`src/rtl/vp_fb_writer.sv`:
```
// Frame-buffer writer: pops pixels from the upstream FIFO and writes them into a
// ping-pong frame buffer, handling line/frame counting, bank swap, drop and resync.
module vp_fb_writer #(
    parameter int unsigned DW = 12,
    parameter int unsigned RL = 640,
    parameter int unsigned NL = 480,
    parameter int unsigned AW = 19
) (
    input  logic          i_clk,
    input  logic          i_rst,
    input  logic          i_data_valid,
    output logic          o_data_ready,
    input  logic [DW-1:0] i_data,
    input  logic          i_frame_sync,
    input  logic          i_hold,
    output logic          o_wr_en,
    output logic [AW:0]   o_wr_addr,
    output logic [DW-1:0] o_wr_data,
    output logic          o_front_bank,
    output logic          o_frame_done,
    output logic          o_frame_drop,
    output logic [15:0]   o_frame_cnt
);

    localparam int unsigned XW = (RL > 1) ? $clog2(RL) : 1;
    localparam int unsigned YW = (NL > 1) ? $clog2(NL) : 1;

    // POP: ready is visible, FIFO pops at the end of this cycle.
    // CAPT: popped data is on i_data and is registered into the write port.
    typedef enum logic [1:0] {
        IDLE = 2'd0,
        POP  = 2'd1,
        CAPT = 2'd2
    } state_t;

    state_t          state_q, state_d;
    logic            ready_q, ready_d;
    logic            wr_en_q, wr_en_d;
    logic [AW:0]     wr_addr_q, wr_addr_d;
    logic [DW-1:0]   wr_data_q, wr_data_d;
    logic            front_q, front_d;
    logic            bank_q, bank_d;
    logic            done_q, done_d;
    logic            drop_q, drop_d;
    logic [15:0]     cnt_q, cnt_d;
    logic [XW-1:0]   x_q, x_d;
    logic [YW-1:0]   y_q, y_d;
    logic [AW-1:0]   idx_q, idx_d;
    logic [AW:0]     pend_addr_q, pend_addr_d;
    logic            pend_eof_q, pend_eof_d;

    logic            x_last, y_last;

    assign x_last = (x_q == XW'(RL - 1));
    assign y_last = (y_q == YW'(NL - 1));

    always_ff @(posedge i_clk or posedge i_rst) begin
        if (i_rst) begin
            state_q     <= IDLE;
            ready_q     <= 1'b0;
            wr_en_q     <= 1'b0;
            wr_addr_q   <= '0;
            wr_data_q   <= '0;
            front_q     <= 1'b0;
            bank_q      <= 1'b1;
            done_q      <= 1'b0;
            drop_q      <= 1'b0;
            cnt_q       <= '0;
            x_q         <= '0;
            y_q         <= '0;
            idx_q       <= '0;
            pend_addr_q <= '0;
            pend_eof_q  <= 1'b0;
        end else begin
            state_q     <= state_d;
            ready_q     <= ready_d;
            wr_en_q     <= wr_en_d;
            wr_addr_q   <= wr_addr_d;
            wr_data_q   <= wr_data_d;
            front_q     <= front_d;
            bank_q      <= bank_d;
            done_q      <= done_d;
            drop_q      <= drop_d;
            cnt_q       <= cnt_d;
            x_q         <= x_d;
            y_q         <= y_d;
            idx_q       <= idx_d;
            pend_addr_q <= pend_addr_d;
            pend_eof_q  <= pend_eof_d;
        end
    end

    always_comb begin
        state_d     = state_q;
        ready_d     = 1'b0;
        wr_en_d     = 1'b0;
        wr_addr_d   = wr_addr_q;
        wr_data_d   = wr_data_q;
        front_d     = front_q;
        bank_d      = bank_q;
        done_d      = 1'b0;
        drop_d      = 1'b0;
        cnt_d       = cnt_q;
        x_d         = x_q;
        y_d         = y_q;
        idx_d       = idx_q;
        pend_addr_d = pend_addr_q;
        pend_eof_d  = pend_eof_q;

        case (state_q)
            IDLE: begin
                if (i_data_valid) begin
                    ready_d = 1'b1;
                    state_d = POP;
                end
            end
            POP: begin
                // Address is bound at pop time so a later sync cannot move this pixel.
                pend_addr_d = {bank_q, idx_q};
                pend_eof_d  = x_last && y_last;
                if (x_last) begin
                    x_d = '0;
                    if (y_last) begin
                        y_d   = '0;
                        idx_d = '0;
                    end else begin
                        y_d   = y_q + YW'(1);
                        idx_d = idx_q + AW'(1);
                    end
                end else begin
                    x_d   = x_q + XW'(1);
                    idx_d = idx_q + AW'(1);
                end
                state_d = CAPT;
            end
            CAPT: begin
                wr_en_d   = 1'b1;
                wr_data_d = i_data;
                wr_addr_d = pend_addr_q;
                if (pend_eof_q) begin
                    done_d = 1'b1;
                    if (i_hold) begin
                        drop_d = 1'b1;
                    end else begin
                        front_d = bank_q;
                        bank_d  = ~bank_q;
                        cnt_d   = cnt_q + 16'd1;
                    end
                end
                if (i_data_valid) begin
                    ready_d = 1'b1;
                    state_d = POP;
                end else begin
                    state_d = IDLE;
                end
            end
            default: state_d = IDLE;
        endcase

        if (i_frame_sync) begin
            x_d   = '0;
            y_d   = '0;
            idx_d = '0;
        end
    end

    assign o_data_ready = ready_q;
    assign o_wr_en      = wr_en_q;
    assign o_wr_addr    = wr_addr_q;
    assign o_wr_data    = wr_data_q;
    assign o_front_bank = front_q;
    assign o_frame_done = done_q;
    assign o_frame_drop = drop_q;
    assign o_frame_cnt  = cnt_q;

endmodule

```
`config.mk`:
```
export PLATFORM = sky130hd
export DESIGN_NAME = vp_fb_writer
export DESIGN_NICKNAME = d
export VERILOG_FILES = /design/src/rtl/vp_fb_writer.sv
export SDC_FILE = /design/constraint.sdc
export NUM_CORES = 1
export LEC_CHECK = 0
export CAP_MARGIN = 40
export CORE_MARGIN = 2
export CORE_UTILIZATION = 49
export CTS_CLUSTER_DIAMETER = 100
export DETAILED_ROUTE_END_ITERATION = 10
export GPL_TIMING_DRIVEN = 0
export PLACE_DENSITY = 0.76
export SYNTH_ARGS = -nofsm -noshare
export SYNTH_HDL_FRONTEND = slang
export SYNTH_SLANG_ARGS = --single-unit
```
`constraint.sdc`:
```
create_clock -name i_clk -period 3.6 [get_ports i_clk]
set_input_delay 0.36 -clock i_clk [delete_from_list [all_inputs] [get_ports i_clk]]
set_output_delay 0.36 -clock i_clk [all_outputs]
set_load 0.05 [all_outputs]
```
* Word-level counts from Yosys, hierarchy flattened
Index checks and enable logic that the tools add are counted.
** Word-level totals
- Bits in registers :: 115
- Input port bits :: 17
- Logic and storage cells :: 55
** Cells by class
- $add $sub $neg :: 4
- Equality and inequality tests :: 5
- Multiplexer cells :: 22
- Bitwise logic cells :: 2
- Reductions and logical operators :: 7
** Operators with widths (number)
- 19-bit 2-to-1 mux :: 4
- 9-bit 2-to-1 mux :: 4
- 10-bit 2-to-1 mux :: 3
- 19-bit by 1-bit adder with 19-bit output (second input constant) :: 1
- 16-bit by 1-bit adder with 16-bit output (second input constant) :: 1
- 10-bit by 1-bit adder with 10-bit output (second input constant) :: 1
- 10-bit == test (second input constant) :: 1
- 9-bit by 1-bit adder with 9-bit output (second input constant) :: 1
- 9-bit == test (second input constant) :: 1
- 1-bit 2-to-1 mux :: 9
- 2-bit case mux with 3 select lines :: 1
- 2-bit nonzero test :: 2
- 3-bit AND reduction :: 1
- 2-bit by 1-bit == test with 1-bit output (second input constant) :: 1
- 2-bit == test (second input constant) :: 1
- 2-bit zero test :: 1
- 2-bit 2-to-1 mux :: 1
- 2-bit != test (second input constant) :: 1
- 1-bit inverter :: 2
- 2-bit AND reduction :: 1
- 2-bit OR reduction :: 1
- 1-bit logical AND :: 1

* Longest topological paths before layout
- Depth after elaboration :: 5
- Mapped depth :: 7
- Mapped depth without buffers :: 6

* Worst setup path before layout
No wires, ideal clock.
- Kind :: flip-flop to flip-flop
- Start point :: register y_q[0]
- End point :: register idx_q[18]
- Setup time :: 87 ps
- Data arrival time :: 1793 ps
- Required time :: 3513 ps
- Slack :: 1721 ps
- Stages on the path, launching flop included :: 7
- Path through :: dfrtp_1 -> ha_1 -> nand4_2 -> nor3_2 -> a211o_2 -> or4_1 -> o211ai_1
** Between the ends
- Longest elaborated chain between the ends :: 5
** Ends and longest elaborated chain
- start, declared :: line 47 : logic [YW-1:0] y_q, y_d;
- start signal, assigned :: line 86 : y_q <= y_d;
- 9-bit == test :: line 55 : assign y_last = (y_q == YW'(NL - 1));
- 19-bit 2-to-1 mux :: line 123 : if (y_last) begin
- 19-bit 2-to-1 mux :: line 121 : if (x_last) begin
- 19-bit 2-to-1 mux :: line 110 : case (state_q)
- 19-bit 2-to-1 mux :: line 160 : if (i_frame_sync) begin
- end signal, assigned :: line 87 : idx_q <= idx_d;
- end, declared :: line 48 : logic [AW-1:0] idx_q, idx_d;
No other way between the ends. The select of a mux whose other input is x is not followed.
A chain may end at the register's enable or synchronous reset.

* Worst setup path in the final report
- Start point :: register cnt_q[2] (netlist: o_frame_cnt[2])
- End point :: output o_frame_cnt[2]
** RTL lines
- start, declared :: line 45 : logic [15:0] cnt_q, cnt_d;
- start signal, assigned :: line 84 : cnt_q <= cnt_d;
- end, declared :: line 22 : output logic [15:0] o_frame_cnt
No word-level cell between the ends.

==> reports/metrics.cfg <==
[power]
total_power_w=0.003353
clkPwrFrac_pct=48.0
switching_share_pct=25.69
sequentialPowerShare_pct=40.8
power_density_nw_per_um2=519.0
peakVddDrop_uv=312.8
switchingPower_w=0.0008613
power.static_leakage_nw=2.945
comb_power_share_pct=11.3
internal-power_w=0.002491

[synth]
synth-seq-cells=115
synth_edf_count=0
synth_area_um2=5006
yosys_warnings=0
post_synth.cell_area_avg_um2=11.08
synthFlopType=dfrtp_1
syn-num-nets=473
synthDistinctLibCells=53
ys_seq_area_share_pct=57.51
synthCells=452
ys_async_sr_fraction_pct=100.0

[finish]
regArea_um2=2879
final_area_um2=6460
nets=561
fillers=712
diodes=0
final_layout_size_suffix_gt1_share_pct=17.00
synthToLayoutAreaGrowth_pct=29.04
multi_input_area_um2=1999

[floorplan]
die_w_um=105.1
placementRows=36
die_h_um=105.1
die_area_um2=11040
fp.coreArea_um2=9864
ioPinCount=70
start_util_pct=50.75

[cts]
cts_setup_buffers=0
cts-hold-fix-buffers=0
cts_made_buffers=17
tritoncts=yes
worstSkewPairLatency_ps=510
cts_buffer_depth=2
htree_levels=4
clkTransAtPathRegs_ps=60
cts.sinks=115
cts_resized=0
root_buffer=clkbuf_8

[global_route]
grt_pass1_wl_um=18170
grt_max_degree=61
grtUsageTotal_pct=20.68
antenna_found_initial=0
grt_pass1_vias=3816
grt_overflow_total=0

[timing]
holdWs_ps=338.2
finalCritPeriodShare_pct=59.67
fin_ws_ps=1452
finalSetupViolCount=0
rsz0062_at_grt=false
final-hold-violation-count=0
worst_pin_slew_ps=708.5
fmax_mhz=465.5
setup_tns_ps=0
skew_ps=9.595
slew_headroom_pct=52.76
slew_violations=0
fin_crit_ps=2148

[drt]
drc=0
final_antenna_net_count=0
wire_per_inst_um=15.40
routed_via_density=5.484
num_vias=3762
dr.pass1.iters=5
drt_iter0_markers=256
drt_wl_total_um=10570

[place]
place_hpwl_um=6935
gp_congestion=0.8230
postPlaceCellArea_um2=5883
io_buffer_count=68
pre_cts_ws_ps=1430

[worst_setup_path]
cpLargestDelayFamily=buffers and inverters
critical_path.cell_chain=clkdlybuf4s50_1
worstPathArrival_ps=1790
critical_path_class=register to output pin
slowest_stage=clkdlybuf4s50_1
cp.buffers_inverters=1
cp-end-kind=output pin
worstPathMaxFanout=6
cp_slowest_stage_delay_ps=840
crit_path_start_kind=register
cp.required_ps=3240

[flow_run]
cap_violations=0

[min_path]
hp-class=input port to async pin

[status]
status=finished, final reports clean

-- cell usage after synthesis (all sizes together), types with 2 or more instances --
cell | instances | share of area [%]
dfrtp | 114 | 57
buf | 13 | 1.4
and3 | 9 | 1.1
or3b | 2 | 0.40
o31ai | 2 | 0.30
o41ai | 2 | 0.35
a31oi | 2 | 0.25
nor3 | 16 | 2.0
xor2 | 11 | 1.9
nand3 | 20 | 2.0
and4 | 2 | 0.35
a21oi | 10 | 1.1
o21ai | 9 | 0.90
o211ai | 4 | 0.60
nand4 | 14 | 2.2
clkbuf | 7 | 0.57
or2 | 3 | 0.37
nor4 | 2 | 0.55
nor2 | 15 | 1.1
nor2b | 3 | 0.37
a21o | 4 | 0.60
mux2 | 34 | 7.6
ha | 4 | 1.0
and2 | 3 | 0.37
or3 | 3 | 0.40
inv | 8 | 0.60
a311oi | 2 | 0.35
xnor2 | 17 | 3.0
nand2 | 98 | 7.4
o311ai | 8 | 1.4
or4 | 2 | 0.30
-- sequential cells by signal, indices dropped and copies added, names as in the netlist --
signal	flops
o_wr_en	1
y_q	9
pend_eof_q	1
o_wr_data	12
pend_addr_q	20
o_front_bank	1
x_q	10
bank_q	1
o_frame_cnt	16
o_frame_drop	1
idx_q	19
o_frame_done	1
o_data_ready	1
state_q	2
o_wr_addr	20
-- path summary, 6_finish.rpt --
path,startpoint,endpoint,slack (ps),cells after the start
min in group i_clk,i_frame_sync,idx_q[2],420,3
min,i_rst,o_wr_data[1],340,2
max reg2reg,y_q[0],idx_q[13],1520,7
max,o_frame_cnt[2],o_frame_cnt[2],1450,1
min reg2reg,pend_addr_q[10],pend_addr_q[10],470,2
max in group asynchronous,i_rst,y_q[7],2540,3
-- per-stage QoR --
step	instances	utilization (%)
floorplan	452	-
global placement	653	59.34
detailed placement	654	59.64
CTS	686	65.49
global route	686	65.49
finish	686	65.49
-- per-layer routing --
metal | vias up | global-route usage [%] | wire, um
met3 | 23 | 4.679 | 458
met4 | 0 | 8.571 | 183
met5 | - | 0 | 0
met2 | 116 | 34.00 | 5363
met1 | 1859 | 26.44 | 4561
li1 | 1764 | - | -
-- power groups by stage --
stage | Combinational (W) | Sequential (W) | Clock (W)
after floorplan | 0.000106 | 0.00153 | 0
after global placement | 0.000371 | 0.00139 | 0
after detailed placement | 0.000379 | 0.00139 | 0
after CTS | 0.000381 | 0.00137 | 0.00164
after global routing | 0.000399 | 0.00137 | 0.00170
final | 0.000377 | 0.00137 | 0.00161
-- cell usage in the layout (no fill, tap or decap), types with 3 or more instances in the layout --
cell / Yosys / routed
inv_1: 8 / 7
nor3_1: 13 / 13
clkbuf_16: 0 / 16
or2_2: 3 / 3
a21oi_1: 8 / 8
clkinv_2: 0 / 3
mux2_2: 34 / 34
ha_1: 4 / 4
nor2b_1: 3 / 3
and2_1: 3 / 3
clkdlybuf4s50_1: 0 / 68
xnor2_1: 17 / 17
nand2_1: 96 / 96
a21o_1: 4 / 4
clkbuf_8: 0 / 3
clkbuf_1: 5 / 6
o311ai_0: 8 / 8
nand4_1: 12 / 12
clkinvlp_4: 0 / 4
nand3_1: 20 / 20
xor2_1: 11 / 11
buf_1: 6 / 6
and3_1: 9 / 9
o21ai_0: 9 / 9
dfrtp_1: 114 / 114
o211ai_1: 4 / 4
nor2_1: 15 / 15
buf_2: 4 / 4
-- final cells by class --
type                    instances  area share [%]
clock inverters                12           2.034
clock buffers                  20           6.895
well taps                     133           2.576
flip-flops and latches        115           44.57
plain buffers                  20           1.511
inverters                       8          0.5036
multi-input cells             309           30.95
repair buffers                 69           10.96
-- cell families after synthesis --
| family | share of synthesized area, % |
|---|---|
| adders and majority gates | 0.9998 |
| xor gates and xnor gates | 4.899 |
| and+or+nand+nor | 19.40 |
| buffers and inverters | 2.549 |
| AOI/OAI and AO/OA | 6.999 |
| muxes | 7.648 |
| DFF | 57.51 |
(Power assumes the default switching activity.)
